<file path="config.mk">
export PLATFORM = sky130hd
export DESIGN_NAME = dmem_arbiter
export DESIGN_NICKNAME = d
export VERILOG_FILES = /design/src/rtl/dmem_arbiter.sv
export SDC_FILE = /design/constraint.sdc
export NUM_CORES = 1
export LEC_CHECK = 0
export CAP_MARGIN = 20
export CELL_PAD_IN_SITES_DETAIL_PLACEMENT = 1
export CELL_PAD_IN_SITES_GLOBAL_PLACEMENT = 1
export CORE_ASPECT_RATIO = 1.4
export CORE_MARGIN = 2
export CORE_UTILIZATION = 32
export DETAILED_ROUTE_END_ITERATION = 8
export PLACE_DENSITY = 0.94
export SLEW_MARGIN = 0
export SYNTH_ARGS = -nofsm -noshare
export SYNTH_HDL_FRONTEND = slang
export SYNTH_SLANG_ARGS = --single-unit
</file>
<file path="constraint.sdc">
create_clock -name clk -period 4.8 [get_ports clk]
set_clock_uncertainty 0.15 [all_clocks]
set_input_delay 0.96 -clock clk [delete_from_list [all_inputs] [get_ports clk]]
set_output_delay 0.96 -clock clk [all_outputs]
set_load 0.02 [all_outputs]
</file>
<file path="src/rtl/dmem_arbiter.sv">
// dmem_arbiter: shares one data-memory port between the core datapath (r0)
// and a secondary master (r1). One access is in flight at a time. The winning
// request is latched and held on the memory side until mem_ready arrives or
// the timeout expires. A one-cycle ready pulse then goes back to the winner.
//
//   state | meaning
//   ------+-------------------------------------------------------------
//   IDLE  | no access in flight; arbitrate between pending requests
//   BUSY  | latched access driven to memory; wait for mem_ready/timeout
//   RESP  | one-cycle ready pulse to the granted requester
module dmem_arbiter #(
  parameter int ADDR_SIZE = 32,
  parameter int DATA_SIZE = 32,
  parameter int TIMEOUT   = 64
) (
  input  logic                 clk,
  input  logic                 rst,
  input  logic                 r0_req,
  input  logic [ADDR_SIZE-1:0] r0_addr,
  input  logic                 r0_we,
  input  logic [DATA_SIZE-1:0] r0_wdata,
  output logic [DATA_SIZE-1:0] r0_rdata,
  output logic                 r0_ready,
  input  logic                 r1_req,
  input  logic [ADDR_SIZE-1:0] r1_addr,
  input  logic                 r1_we,
  input  logic [DATA_SIZE-1:0] r1_wdata,
  output logic [DATA_SIZE-1:0] r1_rdata,
  output logic                 r1_ready,
  output logic                 mem_valid,
  output logic [ADDR_SIZE-1:0] mem_addr,
  output logic                 mem_write_enable,
  output logic [DATA_SIZE-1:0] mem_write_data,
  input  logic [DATA_SIZE-1:0] mem_read_data,
  input  logic                 mem_ready,
  output logic                 err
);

  // Counter only has to reach TIMEOUT-1.
  localparam int CW = (TIMEOUT > 1) ? $clog2(TIMEOUT) : 1;
  localparam logic [CW-1:0] TERM_CNT = CW'(TIMEOUT - 1);

  typedef enum logic [1:0] {
    IDLE = 2'd0,
    BUSY = 2'd1,
    RESP = 2'd2
  } state_t;

  state_t               state;
  state_t               state_nx;
  logic                 sel;
  logic                 timeout_hit;
  logic                 grant;
  logic                 last_grant;
  logic [CW-1:0]        cnt;
  logic [ADDR_SIZE-1:0] lat_addr;
  logic                 lat_we;
  logic [DATA_SIZE-1:0] lat_wdata;
  logic [DATA_SIZE-1:0] resp_data;
  logic                 err_q;

  // State register; reset abandons any access in flight.
  always_ff @(posedge clk or negedge rst) begin
    if (!rst) state <= IDLE;
    else      state <= state_nx;
  end

  // Next-state logic plus round-robin winner selection.
  always_comb begin
    state_nx    = state;
    timeout_hit = 1'b0;
    // Contention goes to whoever did not win last; otherwise the sole requester.
    if (r0_req && r1_req) sel = ~last_grant;
    else                  sel = r1_req;
    case (state)
      IDLE: begin
        if (r0_req || r1_req) state_nx = BUSY;
      end
      BUSY: begin
        // mem_ready beats the terminal count when both land in the same cycle.
        if (mem_ready) begin
          state_nx = RESP;
        end else if (cnt == TERM_CNT) begin
          state_nx    = RESP;
          timeout_hit = 1'b1;
        end
      end
      RESP:    state_nx = IDLE;
      default: state_nx = IDLE;
    endcase
  end

  // Grant bookkeeping, request latches, timeout counter, response and err.
  always_ff @(posedge clk or negedge rst) begin
    if (!rst) begin
      grant      <= 1'b0;
      last_grant <= 1'b1;
      cnt        <= '0;
      lat_addr   <= '0;
      lat_we     <= 1'b0;
      lat_wdata  <= '0;
      resp_data  <= '0;
      err_q      <= 1'b0;
    end else begin
      case (state)
        IDLE: begin
          if (r0_req || r1_req) begin
            grant      <= sel;
            last_grant <= sel;
            cnt        <= '0;
            lat_addr   <= sel ? r1_addr  : r0_addr;
            lat_we     <= sel ? r1_we    : r0_we;
            lat_wdata  <= sel ? r1_wdata : r0_wdata;
          end
        end
        BUSY: begin
          if (mem_ready) begin
            resp_data <= mem_read_data;
          end else if (timeout_hit) begin
            resp_data <= '0;
            err_q     <= 1'b1;
          end else begin
            cnt <= cnt + 1'b1;
          end
        end
        default: ;
      endcase
    end
  end

  assign mem_valid        = (state == BUSY);
  assign mem_addr         = lat_addr;
  assign mem_write_data   = lat_wdata;
  assign mem_write_enable = lat_we & mem_valid;
  assign r0_ready         = (state == RESP) && !grant;
  assign r1_ready         = (state == RESP) &&  grant;
  assign r0_rdata         = resp_data;
  assign r1_rdata         = resp_data;
  assign err              = err_q;

endmodule
</file>
==> results of run 1 <==
## cells by family after synthesis
family	Yosys count	synth area share [%]
AOI/OAI and AO/OA	76	8.714
adders and majority gates	1	0.2240
buffers and inverters	63	7.997
DFF	108	48.41
muxes	136	28.63
and+or+nand+nor	53	6.026
## area by class of cell
class | count | area, sq um | area share, %
Timing Repair Buffer | 308 | 3090 | 35.04
Sequential cell | 108 | 2704 | 30.66
Multi-Input combinational cell | 266 | 2445 | 27.72
Tap cell | 236 | 295.3 | 3.348
Clock buffer | 11 | 242.7 | 2.752
Clock inverter | 5 | 35.03 | 0.3972
Inverter | 2 | 7.507 | 0.08512
## worst reg2reg max path, stage by stage (launching register included)
cell and delay [ps]:
dfstp_2 390, a21boi_4 710, buf_12 330, mux2_2 400, mux2_2 270
## metal layers
metal,share of wire (%),vias to the layer above,track usage [%]
li1,-,2052,-
met1,37,2214,20.68
met2,54,192,34.85
met3,6.9,22,5.019
met4,2.2,0,6.656
met5,0,-,0
## power groups by stage
stage / clock (mW) / sequential, mW / combinational, mW
final: 0.714 / 1.71 / 3.20
after global routing: 0.780 / 1.78 / 3.41
after CTS: 0.748 / 1.72 / 3.24
after detailed placement: 0 / 1.73 / 3.23
after global placement: 0 / 1.69 / 3.15
after floorplan: 0 / 2.16 / 1.43
## state kept, by name (all words and copies together), names as in the netlist
signal	flops
r0_rdata	32
last_grant	1
mem_write_data	32
grant	1
err	1
mem_addr	32
state	2
cnt	6
lat_we	1
## cells in the final DEF, fill, tap and decap left out, drive strengths merged, types with 4 or more instances in the layout
cell / Yosys / routed
o21ai: 36 / 36
nor2: 4 / 4
clkbuf: 14 / 11
nand2b: 33 / 33
dfrtp: 107 / 107
mux2: 133 / 133
clkdlybuf4s50: 0 / 298
buf: 47 / 10
a22oi: 32 / 32
## through the flow
step	hold WS (ps)	setup WS, ps	area, sq um	util (%)
after floorplan	312.5	2512	5585	-
after global placement	297.1	1347	8514	49.33
after detailed placement	301.7	1289	8514	49.33
after CTS	319.9	1451	8792	50.94
after global routing	335.6	1363	8820	51.10
final	312.1	1486	8820	51.10
## how the worst max path moves through the flow
| stage | depth (start not counted) | endpoint | slack (ps) |
|---|---|---|---|
| 6_report | 5 | mem_write_enable | 1490 |
| 5_1_grt | 5 | mem_write_enable | 1360 |
| 4_1_cts | 5 | mem_write_enable | 1450 |
| 3_5_place_dp | 5 | mem_write_data[3]$_DFFE_PN0P_ | 1290 |
| 3_3_place_gp | 5 | mem_write_data[0]$_DFFE_PN0P_ | 1350 |
| 2_1_floorplan | 5 | mem_write_data[0]$_DFFE_PN0P_ | 2510 |
==> run_results.csv, run 1 <==
group,metric,value,unit
detailed_routing,drc,0,
timing,rsz0062_at_grt,"false",
pwr,seq_power_share,30.4,%
floorplanning,num_rows,57,
clock_tree,htree_levels,3,
detailed_routing,vias,4480,
detailed_routing,ant_nets,0,
clock_tree,cts-root-buf,"clkbuf_16",
synth,synth-seq-cells,108,
clock_tree,cts_tree,"done",
worst_setup_path,cp_slowest_stage_delay,550,ps
timing,relSlewSlack,39.57,%
pwr,p_int,3.436,mW
placed_design,place_congestion,0.7677,
detailed_routing,first_pass_iters,4,
placed_design,io_buffers,299,
run,cap_violations,0,
run_status,outcome,"finished clean",
global_routing,grt_max_degree,77,
global_routing,grtUsageTotal,18.99,%
floorplanning,core_area,17260,sq um
min_path,hold_path_startpoint,"err$_DFFE_PN0P_",
timing,post-route-min-period,3314,ps
clock_tree,clkSinkCount,108,
floorplanning,die_area,18540,sq um
worst_setup_path,cp-start-kind,"register",
detailed_routing,via_per_inst,4.786,
worst_setup_path,r2r_start,"last_grant$_DFFE_PN1P_",
pwr,p_clk_share,12.7,%
final_layout,fillers,1828,
timing,final_max_slew_viol_count,0,
synth,seq_area_frac_synth,48.41,%
synth,ys_async_sr_fraction,100.0,%
pwr,p_total,5.629,mW
floorplanning,die_w,115.7,um
worst_setup_path,ff2ff_setup_slack,2440,ps
min_path,hold_path_class,"register to register",
detailed_routing,routed_wirelength,17570,um
clock_tree,insertion_delay,350,ps
worst_setup_path,crit_path_end_kind,"output pin",
worst_setup_path,crit_buf_inv,3,
min_path,whs_endpoint,"err$_DFFE_PN0P_",
final_layout,fin_nets,863,
clock_tree,post-cts-setup-buffers,0,
placed_design,dp_hpwl,13310,um
synth,synth_most_common_cell,"mux2_2",
timing,finalHoldViolCount,0,
clock_tree,path_clk_slew,80,ps
synth,synth_top_area_cell,"dfrtp_1",
placed_design,placed_cells,919,
final_layout,area_growth,57.91,%
timing,fmax,301.8,MHz
clock_tree,cts_resized,0,
worst_setup_path,timing.critical_path.max_delay_family,"buffers and inverters",
floorplanning,num_io_pins,300,
worst_setup_path,required,3690,ps
pwr,p_leak,3.528,nW
pwr,combinationalPowerShare,56.9,%
pwr,p_sw,2.193,mW
synth,yosysTopAreaCellShare,47.94,%
global_routing,grt_pass1_wl,27400,um
synth,ys_top_cells_by_count,"114 x mux2_2, 107 x dfrtp_1, 36 x buf_4",
timing,setup_viol,0,
floorplanning,initial_core_util,32.36,%
synth,synth_cells,437,
pwr,ir_drop,266.1,uV
final_layout,layout-drive-gt1-share,23.43,%
synth,synth_cell_types,37,
worst_setup_path,crit_type,"register to output pin",
worst_setup_path,rr_worst_depth,4,
clock_tree,ctsHoldBuffers,0,
synth,synth_edf_count,0,
synth,synthFlopType,"dfrtp_1",
min_path,hold-path-cell-count,1,
final_layout,final_cells,936,
worst_setup_path,crit_slowest_cell,"clkdlybuf4s50_1",
timing,tightest_slew,904.2,ps
synth,syn_area_per_cell,12.78,sq um
global_routing,antenna_found_initial,0,
synth,synth.cell_area,5585,sq um
floorplanning,fp.dieH,160.3,um
worst_setup_path,crit_chain,"nand2b_1 -> buf_4 -> inv_1 -> and2_1 -> clkdlybuf4s50_1",
worst_setup_path,timing.rr.end,"mem_write_data[3]$_DFFE_PN0P_",
worst_setup_path,crit_path_start,"state[1]$_DFFE_PN0P_",
worst_setup_path,crit_arrival,2200,ps
timing,tns,0,ps
synth,ys_top_cells_by_area,"dfrtp_1 48%, mux2_2 23%, mux2_4 5.1%, buf_4 4.8%, a22oi_1 4.3%",
pwr,p_per_area,638.2,nW/um^2
global_routing,grt_pass1_vias,5079,
final_layout,diodes,0,
clock_tree,clockBufferDepth,2,
clock_tree,cts_made_buffers,9,
synth,yosysWarnings,0,
synth,synth_nets,605,
worst_setup_path,crit_path_max_fanout,35,
detailed_routing,wire_per_inst,18.77,um
global_routing,grt.overflow.total,0,
timing,min_period_over_period,69.04,%
detailed_routing,dr.first_iter.drc_count,168,
pwr,swShare,38.96,%
Power figures use the tool's default switching activity.
==> run 2, diff against run 1 <==
- CORE_UTILIZATION: 32 -> 27
- PLACE_DENSITY: 0.94 -> 0.86
- clock period: 4.8 -> 2.85 ns (I/O delays scaled with it)
==> run 2 against run 1 <==
Compared with the run above: total power is 71% higher; flip-flop and latch count stayed put; first-iteration DRC count is 48% lower; largest cell class unchanged; largest power group unchanged.
==> run_results.csv, run 2 (same netlist as run 1, synthesis figures left out) <==
group,metric,value,unit
timing,final_max_slew_viol_count,0,
run_status,outcome,"finished clean",
placed_design,io_buffers,299,
pwr,p_sw,3.686,mW
clock_tree,cts-root-buf,"clkbuf_16",
floorplanning,die_w,125.6,um
worst_setup_path,cp_slowest_stage_delay,630,ps
worst_setup_path,rr_worst_depth,4,
clock_tree,insertion_delay,350,ps
timing,post-route-min-period,2592,ps
pwr,p_int,5.948,mW
timing,whs,127.4,ps
floorplanning,fp.dieH,174.2,um
clock_tree,path_clk_slew,80,ps
pwr,p_clk_share,13.9,%
final_layout,fin_area,8919,sq um
detailed_routing,drc,0,
floorplanning,die_area,21870,sq um
final_layout,fillers,2185,
global_routing,grt.overflow.total,0,
pwr,swShare,38.26,%
timing,tightest_slew,616.7,ps
pwr,p_per_area,1080,nW/um^2
worst_setup_path,timing.rr.end,"mem_addr[13]$_DFFE_PN0P_",
worst_setup_path,crit_arrival,1870,ps
timing,finalHoldViolCount,0,
clock_tree,clockBufferDepth,2,
worst_setup_path,crit_path_max_fanout,7,
pwr,seq_power_share,29.8,%
final_layout,layout_common_cells,"298 x clkdlybuf4s50_1, 114 x mux2_2, 107 x dfrtp_1",
worst_setup_path,r2r_start,"state[0]$_DFFE_PN0P_",
worst_setup_path,crit_type,"register to output pin",
timing,fmax,385.8,MHz
floorplanning,core_area,20400,sq um
final_layout,final_common_cell,"clkdlybuf4s50_1",
final_layout,fin_nets,866,
floorplanning,initial_core_util,27.38,%
detailed_routing,vias,4497,
worst_setup_path,crit_chain,"nand2b_1 -> inv_1 -> and2_1 -> clkdlybuf4s50_1",
detailed_routing,first_pass_iters,4,
worst_setup_path,crit_path_end_kind,"output pin",
detailed_routing,wire_per_inst,18.26,um
worst_setup_path,ff2ff_setup_slack,850,ps
timing,relSlewSlack,58.89,%
floorplanning,num_io_pins,300,
run,cap_violations,0,
floorplanning,num_rows,62,
final_layout,layout-drive-gt1-share,23.76,%
pwr,p_leak,3.562,nW
global_routing,grt_pass1_vias,5047,
clock_tree,cts_resized,0,
placed_design,place_congestion,0.7337,
worst_setup_path,required,2130,ps
clock_tree,ctsHoldBuffers,0,
global_routing,grtUsageTotal,16.00,%
min_path,hold_path_class,"primary input to async pin",
timing,setup_viol,0,
detailed_routing,ant_nets,0,
detailed_routing,routed_wirelength,17510,um
timing,tns,0,ps
clock_tree,htree_levels,3,
clock_tree,clkSinkCount,108,
global_routing,antenna_found_initial,0,
detailed_routing,dr.first_iter.drc_count,87,
worst_setup_path,cp-start-kind,"register",
timing,rsz0062_at_grt,"false",
clock_tree,post-cts-setup-buffers,0,
final_layout,area_growth,59.68,%
clock_tree,cts_made_buffers,9,
pwr,ir_drop,473.1,uV
global_routing,grt_max_degree,109,
worst_setup_path,crit_slowest_cell,"clkdlybuf4s50_1",
final_layout,diodes,0,
detailed_routing,via_per_inst,4.689,
clock_tree,cts_tree,"done",
pwr,combinationalPowerShare,56.3,%
placed_design,dp_hpwl,13150,um
placed_design,placed_area,8607,sq um
timing,min_period_over_period,90.96,%
global_routing,grt_pass1_wl,27830,um
==> run 2: worst max-delay path: cells and delay by family (launching register included) <==
family                 cells  cell delay (ps)
buffers and inverters      2              750
flip-flops                 1              450
AND/OR/NAND/NOR            2              320
==> run 2: final cells by class <==
type                            instances  area [sq um]  share of cell area (%)
Timing Repair Buffer                  311          3131                   35.10
Inverter                                2         7.507                 0.08418
Multi-Input combinational cell        266          2445                   27.41
Clock buffer                           12         256.5                   2.876
Tap cell                              256         320.3                   3.591
Sequential cell                       108          2704                   30.32
Clock inverter                          4         55.05                  0.6173
==> run 2: power groups by stage <==
| stage | Sequential [mW] | Combinational [mW] | Clock [mW] |
|---|---|---|---|
| 2_1_floorplan | 3.64 | 2.41 | 0 |
| 5_1_grt | 3.00 | 5.75 | 1.45 |
| 3_5_place_dp | 2.91 | 5.49 | 0 |
| 4_1_cts | 2.89 | 5.52 | 1.39 |
| 6_report | 2.87 | 5.42 | 1.34 |
| 3_3_place_gp | 2.86 | 5.38 | 0 |
==> run 2: layer usage <==
layer	global-route usage (%)	part of all wire (%)	wire length, um	vias to the layer above
met5	0	0	0	-
met4	3.981	1.6	280	0
met3	4.371	6.4	1123	17
met2	30.07	55	9606	185
met1	17.63	37	6496	2237
li1	-	-	-	2058
==> run 2: how the worst max path moves through the flow <==
stage                         start                             to  slack [ps]  cells after the start
3_5_place_dp                 r1_req       mem_addr[21]$_DFFE_PN0P_         310                      5
3_3_place_gp                 r1_req       mem_addr[13]$_DFFE_PN0P_         320                      5
4_1_cts        state[1]$_DFFE_PN0P_               mem_write_enable         220                      4
2_1_floorplan                r1_req  mem_write_data[0]$_DFFE_PN0P_         950                      5
6_report       state[1]$_DFFE_PN0P_               mem_write_enable         260                      4
5_1_grt        state[1]$_DFFE_PN0P_               mem_write_enable         110                      4
==> run 2: metrics by stage <==
stage / cells / setup slack [ps] / total power, mW / utilization [%]
2_1_floorplan: 437 / 952.1 / 6.055 / -
3_3_place_gp: 943 / 321.3 / 8.245 / 42.19
3_5_place_dp: 943 / 305.8 / 8.398 / 42.19
4_1_cts: 959 / 222.4 / 9.795 / 43.71
5_1_grt: 959 / 113.1 / 10.19 / 43.71
6_report: 959 / 257.8 / 9.634 / 43.71
